[src/rtl/pwm_deadtime.sv]
// Centre-aligned PWM with a complementary high/low output pair and
// programmable dead time, driven from a triangle carrier.
//
// Ports:
//   clk          system clock, all logic on the rising edge
//   rst          synchronous reset, active high
//   enable       1 = run, 0 = force both outputs low
//   carrier_in   triangle carrier, unsigned WIDTH bits
//   duty_in      requested compare value, latched at each carrier valley
//   deadtime_in  dead-time length in clk cycles, sampled on entry to a dead state
//   pwm_hi_out   high-side drive, registered
//   pwm_lo_out   low-side drive, registered
//   update_out   one-cycle pulse the cycle after the duty shadow loads
module pwm_deadtime #(
    parameter int unsigned WIDTH    = 8,
    parameter int unsigned DT_WIDTH = 4
) (
    input  logic                clk,
    input  logic                rst,
    input  logic                enable,
    input  logic [WIDTH-1:0]    carrier_in,
    input  logic [WIDTH-1:0]    duty_in,
    input  logic [DT_WIDTH-1:0] deadtime_in,
    output logic                pwm_hi_out,
    output logic                pwm_lo_out,
    output logic                update_out
);

    typedef enum logic [2:0] {
        OFF,
        DEAD_TO_HI,
        DEAD_TO_LO,
        HI_ON,
        LO_ON
    } state_t;

    state_t              state_q, state_d;
    logic [DT_WIDTH-1:0] dt_cnt_q, dt_cnt_d;
    logic [WIDTH-1:0]    carrier_q;
    logic [WIDTH-1:0]    duty_q;
    logic                slope_q;
    logic                update_q;
    logic                hi_q, lo_q;

    logic rising, falling, valley, raw, enter;

    assign rising  = (carrier_in > carrier_q);
    assign falling = (carrier_in < carrier_q);
    // A valley is the first upward step after the carrier was heading down.
    assign valley  = rising && !slope_q;
    assign raw     = (carrier_q < duty_q);

    // Carrier tracking and duty shadow register.
    always_ff @(posedge clk) begin
        if (rst) begin
            carrier_q <= '0;
            slope_q   <= 1'b0;
            duty_q    <= '0;
            update_q  <= 1'b0;
        end else begin
            carrier_q <= carrier_in;
            if (rising) begin
                slope_q <= 1'b1;
            end else if (falling) begin
                slope_q <= 1'b0;
            end
            if (valley) begin
                duty_q <= duty_in;
            end
            update_q <= valley;
        end
    end

    // Every dead-state entry (from OFF, from an ON state, or on a reversal
    // inside a dead state) heads toward the side raw currently selects, so
    // one shared 'enter' path covers all of them.
    always_comb begin
        state_d  = state_q;
        dt_cnt_d = dt_cnt_q;
        enter    = 1'b0;
        if (!enable) begin
            state_d  = OFF;
            dt_cnt_d = '0;
        end else begin
            case (state_q)
                OFF:   enter = 1'b1;
                HI_ON: enter = !raw;
                LO_ON: enter = raw;
                DEAD_TO_HI: begin
                    if (!raw) begin
                        enter = 1'b1;
                    end else if (dt_cnt_q != '0) begin
                        dt_cnt_d = dt_cnt_q - 1'b1;
                    end else begin
                        state_d = HI_ON;
                    end
                end
                DEAD_TO_LO: begin
                    if (raw) begin
                        enter = 1'b1;
                    end else if (dt_cnt_q != '0) begin
                        dt_cnt_d = dt_cnt_q - 1'b1;
                    end else begin
                        state_d = LO_ON;
                    end
                end
                default: state_d = OFF;
            endcase
            if (enter) begin
                if (deadtime_in == '0) begin
                    state_d = raw ? HI_ON : LO_ON;
                end else begin
                    state_d  = raw ? DEAD_TO_HI : DEAD_TO_LO;
                    dt_cnt_d = deadtime_in - 1'b1;
                end
            end
        end
    end

    // Outputs are registered decodes of the next state so they change on
    // the same edge as the state register.
    always_ff @(posedge clk) begin
        if (rst) begin
            state_q  <= OFF;
            dt_cnt_q <= '0;
            hi_q     <= 1'b0;
            lo_q     <= 1'b0;
        end else begin
            state_q  <= state_d;
            dt_cnt_q <= dt_cnt_d;
            hi_q     <= (state_d == HI_ON);
            lo_q     <= (state_d == LO_ON);
        end
    end

    assign pwm_hi_out = hi_q;
    assign pwm_lo_out = lo_q;
    assign update_out = update_q;

    no_shoot_through: assert property (@(posedge clk) !(pwm_hi_out && pwm_lo_out));

endmodule

[config.mk]
export PLATFORM = sky130hd
export DESIGN_NAME = pwm_deadtime
export DESIGN_NICKNAME = d
export VERILOG_FILES = /design/src/rtl/pwm_deadtime.sv
export SDC_FILE = /design/constraint.sdc
export NUM_CORES = 1
export LEC_CHECK = 0
export BUFFER_PORTS_ARGS = -buffer_cell sky130_fd_sc_hd__buf_4
export CORE_MARGIN = 2
export CORE_UTILIZATION = 38
export CTS_CLUSTER_DIAMETER = 200
export DETAILED_ROUTE_END_ITERATION = 8
export PLACE_DENSITY = 0.68
export SYNTH_ARGS = -nofsm -noshare
export SYNTH_HDL_FRONTEND = slang
export SYNTH_SLANG_ARGS = --single-unit
[constraint.sdc]
create_clock -name clk -period 3.3 [get_ports clk]
set_input_delay 0.495 -clock clk [delete_from_list [all_inputs] [get_ports clk]]
set_output_delay 0.495 -clock clk [all_outputs]
set_load 0.05 [all_outputs]
==> impl.org, run 1 <==
** Worst setup path
- Crit. End Element :: flip-flop
- Cell with the largest stage delay on the worst path :: a211oi_2
- Ordered list of cells on the worst path :: inv_1 > ha_1 > nor2b_1 > o21a_1 > o21a_1 > o21bai_1 > a211oi_2 > mux2i_1 > nor2_1
- Along the worst path, the maximum fanout reaches 9.
- Largest incremental delay on the critical path :: around 0.75 ns
- The setup check on the worst reg-to-reg path leaves a slack of 1.00 ns.
- Critical Path Source Type :: flip-flop
- The setup path with the least slack is of type reg -> reg.
- Among the stages of the critical path, the cell type that occurs most often is o21a_1.
- Endpoint required time on the critical path :: about 3.5 ns
- Critical path arrival :: 2.48 ns

** Floorplan
- Initial standard-cell utilization of the core :: 40.2%
- The core region is about 4100 sq um.
- Measured along the x axis, the die boundary spans 69.6 um.
- The die covers about 4800 sq um.
- Die Height :: 69.6 um
- During I/O placement, the number of pins put on the boundary was 26.
- Placement row count :: 23

** Yosys
- Of the post-synthesis cell area, the dominant cell type holds about a third.
- Net count of the mapped netlist :: 220
- During synthesis, Yosys emitted a total of 0 warnings.
- Synth top area cells :: dfxtp_1 (33%), ha_1 (14%), mux2i_1 (6.7%), inv_1 (4.8%), nor2_1 (4.6%)
- Count of state elements after synthesis :: 27
- The largest total area in the synthesized netlist belongs to dfxtp_1.
- Count of different cell masters after synthesis :: 44
- In the synthesized netlist, the number of instances is 179.
- Avg Synthesized Cell Area :: between 9 and 10 sq um
- Summing every instance area after synthesis gives between 1500 and 2000 sq um.
- For this run, the register share of the synthesized area comes to between 30 and 40%.

** Clock tree
- Number of cells upsized or downsized after cts :: 0
- Root buffer cell :: clkbuf_8
- Number of buffers on the longest clock path :: 2
- The number of setup buffers added after CTS is 0.
- Number of hold buffers added after CTS :: 0
- The later pin in the worst-skew pair is clocked with a latency of roughly 0.28 ns.
- Number of clock sinks seen by CTS :: 27
- CTS tree :: built
- Htree depth :: 1
- Counting the buffers created by CTS gives 3.
- Clock Pin Slew Worst Setup and Hold Paths :: 0.10 ns

** Power
- Areal power density over the cells :: between 400 and 500 nW/um^2
- Static leakage :: 0.840 nW
- Proportion of total power due to net switching :: about a third
- Cell internal power was estimated by the tool at approximately 0.55 mW.
- Worst ir drop on vdd :: 0.252 mV
- Part of the total power dissipated in combinational logic :: 29.5%
- In this run, the clock network consumes about a quarter of the power.
- Sequential share of power :: around 46%
- Net switching power :: 0.256 mW

** STA
- Setup violations remaining at the end of the flow were counted as 0.
- In the final timing run, aggregate negative setup slack is 0 ns.
- Min Clock Period, post-route :: between 2 and 2.5 ns
- For the final database, setup skew stands at about 0.0038 ns.
- Measured against its own limit, the worst slew margin works out to 40.5%.
- The number of hold violations in the final report was 0.
- After layout, the worst path uses between 60% and 70% of the clock period.
- For the pin with the worst max-slew slack, the measured transition is ~0.89 ns.
- Setup repair after global routing left no endpoint under its margin.
- Final Hold Slack :: around 0.43 ns
- Peak Freq :: between 0.4 and 0.5 GHz
- Final-report max-slew violation count :: 0

** Global route
- Final global-route overflow total :: 0
- Number of antenna violations at the first check in global routing :: 0
- The first global-routing pass estimated approximately 5100 um of wire.
- Aggregate global-route resource usage :: roughly an eighth
- Via count of the first global-routing pass :: 1180
- Entering global routing, the biggest net connects 20 pins.

** Routing
- Using the TritonRoute via totals, the vias-per-cell ratio works out to approximately 4.8.
- After the first detailed-routing iteration, the DRC count stood at 33.
- Total wire length after detailed routing :: between 2000 and 3000 um
- First-pass iteration count of the detailed router :: 2
- After detailed routing, the average wire length per cell comes to roughly 12 um.
- Number of vias after detailed routing :: between 1000 and 1500
- For this run, design rule violations remaining after detail routing come to 0.
- Once detail routing completed, the nets flagged for antenna violations numbered 0.

** Min path
- Class of the tightest hold or removal check :: in -> reg

** Final layout
- The library cells used most frequently in the layout, excluding fill and tap cells, are dfxtp_1 (27), buf_4 (25), inv_1 (21).
- Synth-to-Final Area Change :: 16.9%
- Number of nets at the end of the flow :: 243
- Most common library cell in the layout ignoring fill and taps :: dfxtp_1
- Proportion of layout cells with a drive suffix above 1 :: 21.4%
- Fillers :: 400
- The repair_antennas step left the layout with diodes totalling 0.

** Flow run
- Max-cap violations in this run came to 0.

** Place
- Final Wtd Congestion :: around 0.83
- Summed over all nets, the half-perimeter wirelength after detailed placement is 2260 um.
- Count of input and output buffers :: 25

** Run status
- Run status :: complete, no violations
-- power by group through the flow --
stage	Clock [mW]	Sequential (mW)	Combinational (mW)
after floorplan	0	0.377	0.184
after global placement	0	0.379	0.237
after detailed placement	0	0.379	0.241
after CTS	0.206	0.372	0.242
after global routing	0.215	0.375	0.270
final	0.199	0.372	0.239
-- cell families after synthesis --
family | after synthesis | synth area share [%]
and+or+nand+nor | 55 | 19.6
AOI/OAI and AO/OA | 36 | 17.9
buffers and inverters | 29 | 6.90
DFF | 27 | 33.1
adders and majority gates | 18 | 13.8
muxes | 12 | 7.59
xor gates and xnor gates | 2 | 1.07
-- sequential cells by signal (all words and copies together), names as in the netlist --
| register | flops |
|---|---|
| update_out | 1 |
| duty_q | 8 |
| dt_cnt_q | 4 |
| pwm_lo_out | 1 |
| slope_q | 1 |
| carrier_q | 8 |
| pwm_hi_out | 1 |
| state_q | 3 |
-- routing by layer --
metal | vias to the layer above | wire length (um) | GRT usage, %
met2 | 17 | 1440 | 22.2
met3 | 5 | 118 | 3.63
met5 | - | 0 | 0
li1 | 655 | - | -
met4 | 0 | 31 | 4.14
met1 | 540 | 1370 | 15.9
-- layout make-up --
class                      count  area, sq um  area share, %
inverter                      22         85.1           4.46
sequential                    27          541           28.3
multi-input combinational    123          985           51.6
clock inverter                 1         7.51          0.393
clock buffer                   3         41.3           2.16
tap                           50         62.6           3.28
timing repair buffer          25          188           9.83
-- stage by stage --
step / total power, mW / instances / utilization [%] / instance area, sq um / setup slack (ns)
detailed placement: 0.621 / 247 / 45.9 / 1860 / 0.756
finish: 0.810 / 251 / 47.1 / 1910 / 1.00
global route: 0.860 / 251 / 47.1 / 1910 / 0.837
floorplan: 0.561 / 179 / - / 1630 / 1.30
CTS: 0.820 / 251 / 47.1 / 1910 / 0.993
global placement: 0.616 / 247 / 45.9 / 1860 / 0.837
-- critical path: cells and delay by family, from the launching register on --
family,cells,cell delay [ns]
buffers and inverters,1,0.05
AO/OA/AOI/OAI,4,1.06
multiplexers,1,0.27
flip-flops,1,0.36
adder cells (fa/ha/maj),1,0.28
AND/OR/NAND/NOR,2,0.18
-- synth_stat cells, drive strengths merged --
cell type,n
a2bb2oi,1
inv,22
mux2i,12
or3b,1
o31a,1
nand2,3
a2111oi,2
a21oi,10
nor4,1
nor2b,10
nand3b,1
o21ai,4
and2b,1
nor3b,1
a211oi,3
or4,1
a21o,3
and3b,1
nor4b,2
buf,2
ha,18
o211a,1
nand2b,4
nor3,5
nand4,3
dfxtp,27
o21a,7
xnor2,2
a221oi,2
and2,1
nor2,20
o21bai,2
clkbuf,5
-- path summary, 6_finish.rpt --
path                                     from            to  cells after the start
worst max-delay path             carrier_q[1]     duty_q[5]                      9
worst min-delay path            carrier_in[5]  carrier_q[5]                      2
worst max register to register   carrier_q[1]     duty_q[5]                      9
worst min register to register      duty_q[6]     duty_q[6]                      2
Note: power is estimated with default switching activity, not from simulation.
==> inputs of run 2 (changes only) <==
==> constraint.sdc (replaced) <==
create_clock -name clk -period 2.24 [get_ports clk]
set_input_delay 0.336 -clock clk [delete_from_list [all_inputs] [get_ports clk]]
set_output_delay 0.336 -clock clk [all_outputs]
set_load 0.05 [all_outputs]
==> impl.org, run 2 (synthesized netlist as in run 1, its figures left out) <==
** Routing
- For this run, the detailed router's first-pass iteration total came to 3.
- Via-to-Cell Ratio :: roughly 4.9
- In this run the remaining antenna-violating nets after routing total 0.
- The first routing iteration left 32 violations.
- Number of vias after detailed routing :: approximately 1300
- Drc violations :: 0
- Wires add up to 3120 um.
- Dividing the detail-routed wire length by the instance count gives between 10 and 15 um.

** Power
- In this run the power spent charging and discharging nets is between 0.3 and 0.4 mW.
- The worst-case IR drop observed on VDD is between 0.3 and 0.4 mV.
- Part of the total power dissipated in the clock network :: 23.2%
- Internal power contribution :: about 0.84 mW
- Of the total power, the share spent switching nets is between 30% and 40%.
- Summed over all cells, the static leakage comes to around 0.86 nW.
- Areal power density over the cells :: slightly above 600 nW/um^2
- Part of the total power dissipated in combinational logic :: between 30% and 40%
- Per report_power, the sequential group accounts for 45.0% of the total.

** STA
- Final-report max-slew violation count :: 0
- Portion of the clock cycle consumed by the worst path in the final layout :: between 90% and 100%
- The number of hold violations in the final report is 0.
- Setup Total Neg Slack :: 0 ns
- The worst path in the final design needs a cycle of around 2.2 ns, including I/O delays and setup.
- Setup violations remaining at the end of the flow were counted as 0.
- Max Clock Skew :: approximately 0.0046 ns
- Rel. slew slack :: between 50% and 60%
- For the pin with the worst max-slew slack, the measured transition is 0.636 ns.
- Setup repair after global routing could not meet its margin everywhere.
- Peak Freq :: 0.457 GHz

** Worst setup path
- In this run the worst path has a maximum fanout of 4.
- STA classifies the critical path startpoint as a flip-flop.
- For the worst setup path, the data arrival time is 2.37 ns.
- Crit. End Element :: flip-flop
- Data on the critical path is required at its endpoint by 2.42 ns.
- The worst setup path is of the reg -> reg kind.
- Worst reg-to-reg path cell count :: 7

** Floorplan
- Placement row count :: 23
- For this design the top-level I/O count stands at 26.
- Core region area :: a little over 4000 sq um
- The die covers slightly below 5000 sq um.
- Initial standard-cell utilization of the core :: between 40% and 50%
- Horizontal die dimension :: between 60 and 70 um
- Die Height :: roughly 70 um

** Clock tree
- At the later pin of the worst-skew pair, clock insertion delay measures between 0.2 and 0.3 ns.
- Clock tree synthesis found a total of 27 sinks.
- Htree depth :: 1
- Counting along the longest clock path gives a buffer depth of 2.
- Root buffer cell :: clkbuf_8
- Clock Pin Slew Worst Setup and Hold Paths :: ~0.1 ns
- TritonCTS built the clock tree.
- Number of clock buffers inserted by TritonCTS :: 3

** Final layout
- The net count of the finished layout is about 250.
- Most common library cell in the layout ignoring fill and taps :: buf_4
- Proportion of layout cells with a drive suffix above 1 :: ~25%
- Leading cell types in the layout, fill and taps excluded :: buf_4 (27), dfxtp_1 (25), inv_1 (21)
- Post-Layout Cell Count :: around 250
- The layout has just under 400 filler cells.
- Synth-to-Final Area Change :: 22.2%
- Regs by FF count :: carrier_q x8, duty_q x8, dt_cnt_q x4
- 0 antenna diodes ended up in the layout.

** Global route
- The first global-routing pass estimated about 5500 um of wire.
- Entering global routing, the biggest net connects 20 pins.
- The initial antenna violation count was 0.
- Via count of the first global-routing pass :: roughly 1300
- Global routing used between 10% and 20% of the available tracks across all layers.
- Global routing finished with a remaining overflow of 0.

** Flow run
- Across the run, the number of max-cap violations was 0.

** Min path
- Class of the tightest hold or removal check :: in -> reg
- Number of instances on the worst hold path :: 2

** Place
- Final Wtd Congestion :: 0.818
- Placed Cells incl. Taps :: about 250
- Input and output buffers added on the ports amount to 25.
- HPWL after DPL :: 2380 um

** Run status
- The run finished with clean final reports.
==> run 2: path summary, 6_finish.rpt <==
check	slack, ns	start	end
setup / recovery	0.05	carrier_q[1]	dt_cnt_q[2]
hold / removal	0.28	carrier_in[7]	carrier_q[7]
setup reg to reg	0.05	carrier_q[1]	dt_cnt_q[2]
hold reg to reg	0.50	duty_q[3]	duty_q[3]
==> run 2: per-stage QoR <==
| stage | instance area, sq um | hold slack [ns] | setup WS (ns) | total power, mW | util (%) |
|---|---|---|---|---|---|
| after global routing | 2000 | 0.275 | -0.0580 | 1.31 | 49.2 |
| after CTS | 1960 | 0.271 | 0.0268 | 1.23 | 48.2 |
| after detailed placement | 1870 | 0.482 | -0.172 | 0.918 | 46.0 |
| after global placement | 1870 | 0.477 | -0.115 | 0.907 | 46.0 |
| final | 2000 | 0.279 | 0.0529 | 1.22 | 49.2 |
| after floorplan | 1630 | 0.460 | 0.237 | 0.826 | - |
==> run 2: what timing repair did <==
| action | in CTS | in global routing |
|---|---|---|
| endpoints found under the setup margin | 10 | 12 |
| buffers inserted | 1 | 1 |
| pin swaps | 3 | 3 |
| gates resized for setup | 4 | 5 |
| gates cloned | 0 | 0 |
| hold buffers | 0 | 0 |
==> run 2: power groups by stage <==
| stage | logic, mW | clock network [mW] | registers (mW) |
|---|---|---|---|
| floorplan | 0.271 | 0 | 0.555 |
| global placement | 0.349 | 0 | 0.559 |
| detailed placement | 0.359 | 0 | 0.559 |
| CTS | 0.379 | 0.299 | 0.550 |
| global route | 0.436 | 0.316 | 0.557 |
| finish | 0.389 | 0.284 | 0.551 |
==> run 2: cell type report <==
| class | instances | area [sq um] | share of cell area (%) |
|---|---|---|---|
| clock buffers | 3 | 41.3 | 2.07 |
| clock inverters | 1 | 7.51 | 0.376 |
| inverters | 22 | 85.1 | 4.26 |
| multi-input cells | 123 | 1030 | 51.8 |
| flip-flops and latches | 27 | 543 | 27.2 |
| well taps | 50 | 62.6 | 3.13 |
| repair buffers | 28 | 223 | 11.2 |
==> run 2: metal layers <==
metal / wire length, um / global-route usage, % / vias to the layer above
met4: 49 / 4.14 / 0
met1: 1360 / 15.6 / 559
met5: 0 / 0 / -
met2: 1580 / 26.0 / 19
li1: - / - / 667
met3: 134 / 4.07 / 6
==> run 2: worst max-delay path: stages, from the launching register on <==
cell and delay, ns:
dfxtp_1 0.40, ha_4 0.23, a2111oi_4 0.38, o31a_4 0.23, mux2i_2 0.32, or3b_1 0.16, a21oi_1 0.07, a221oi_1 0.29
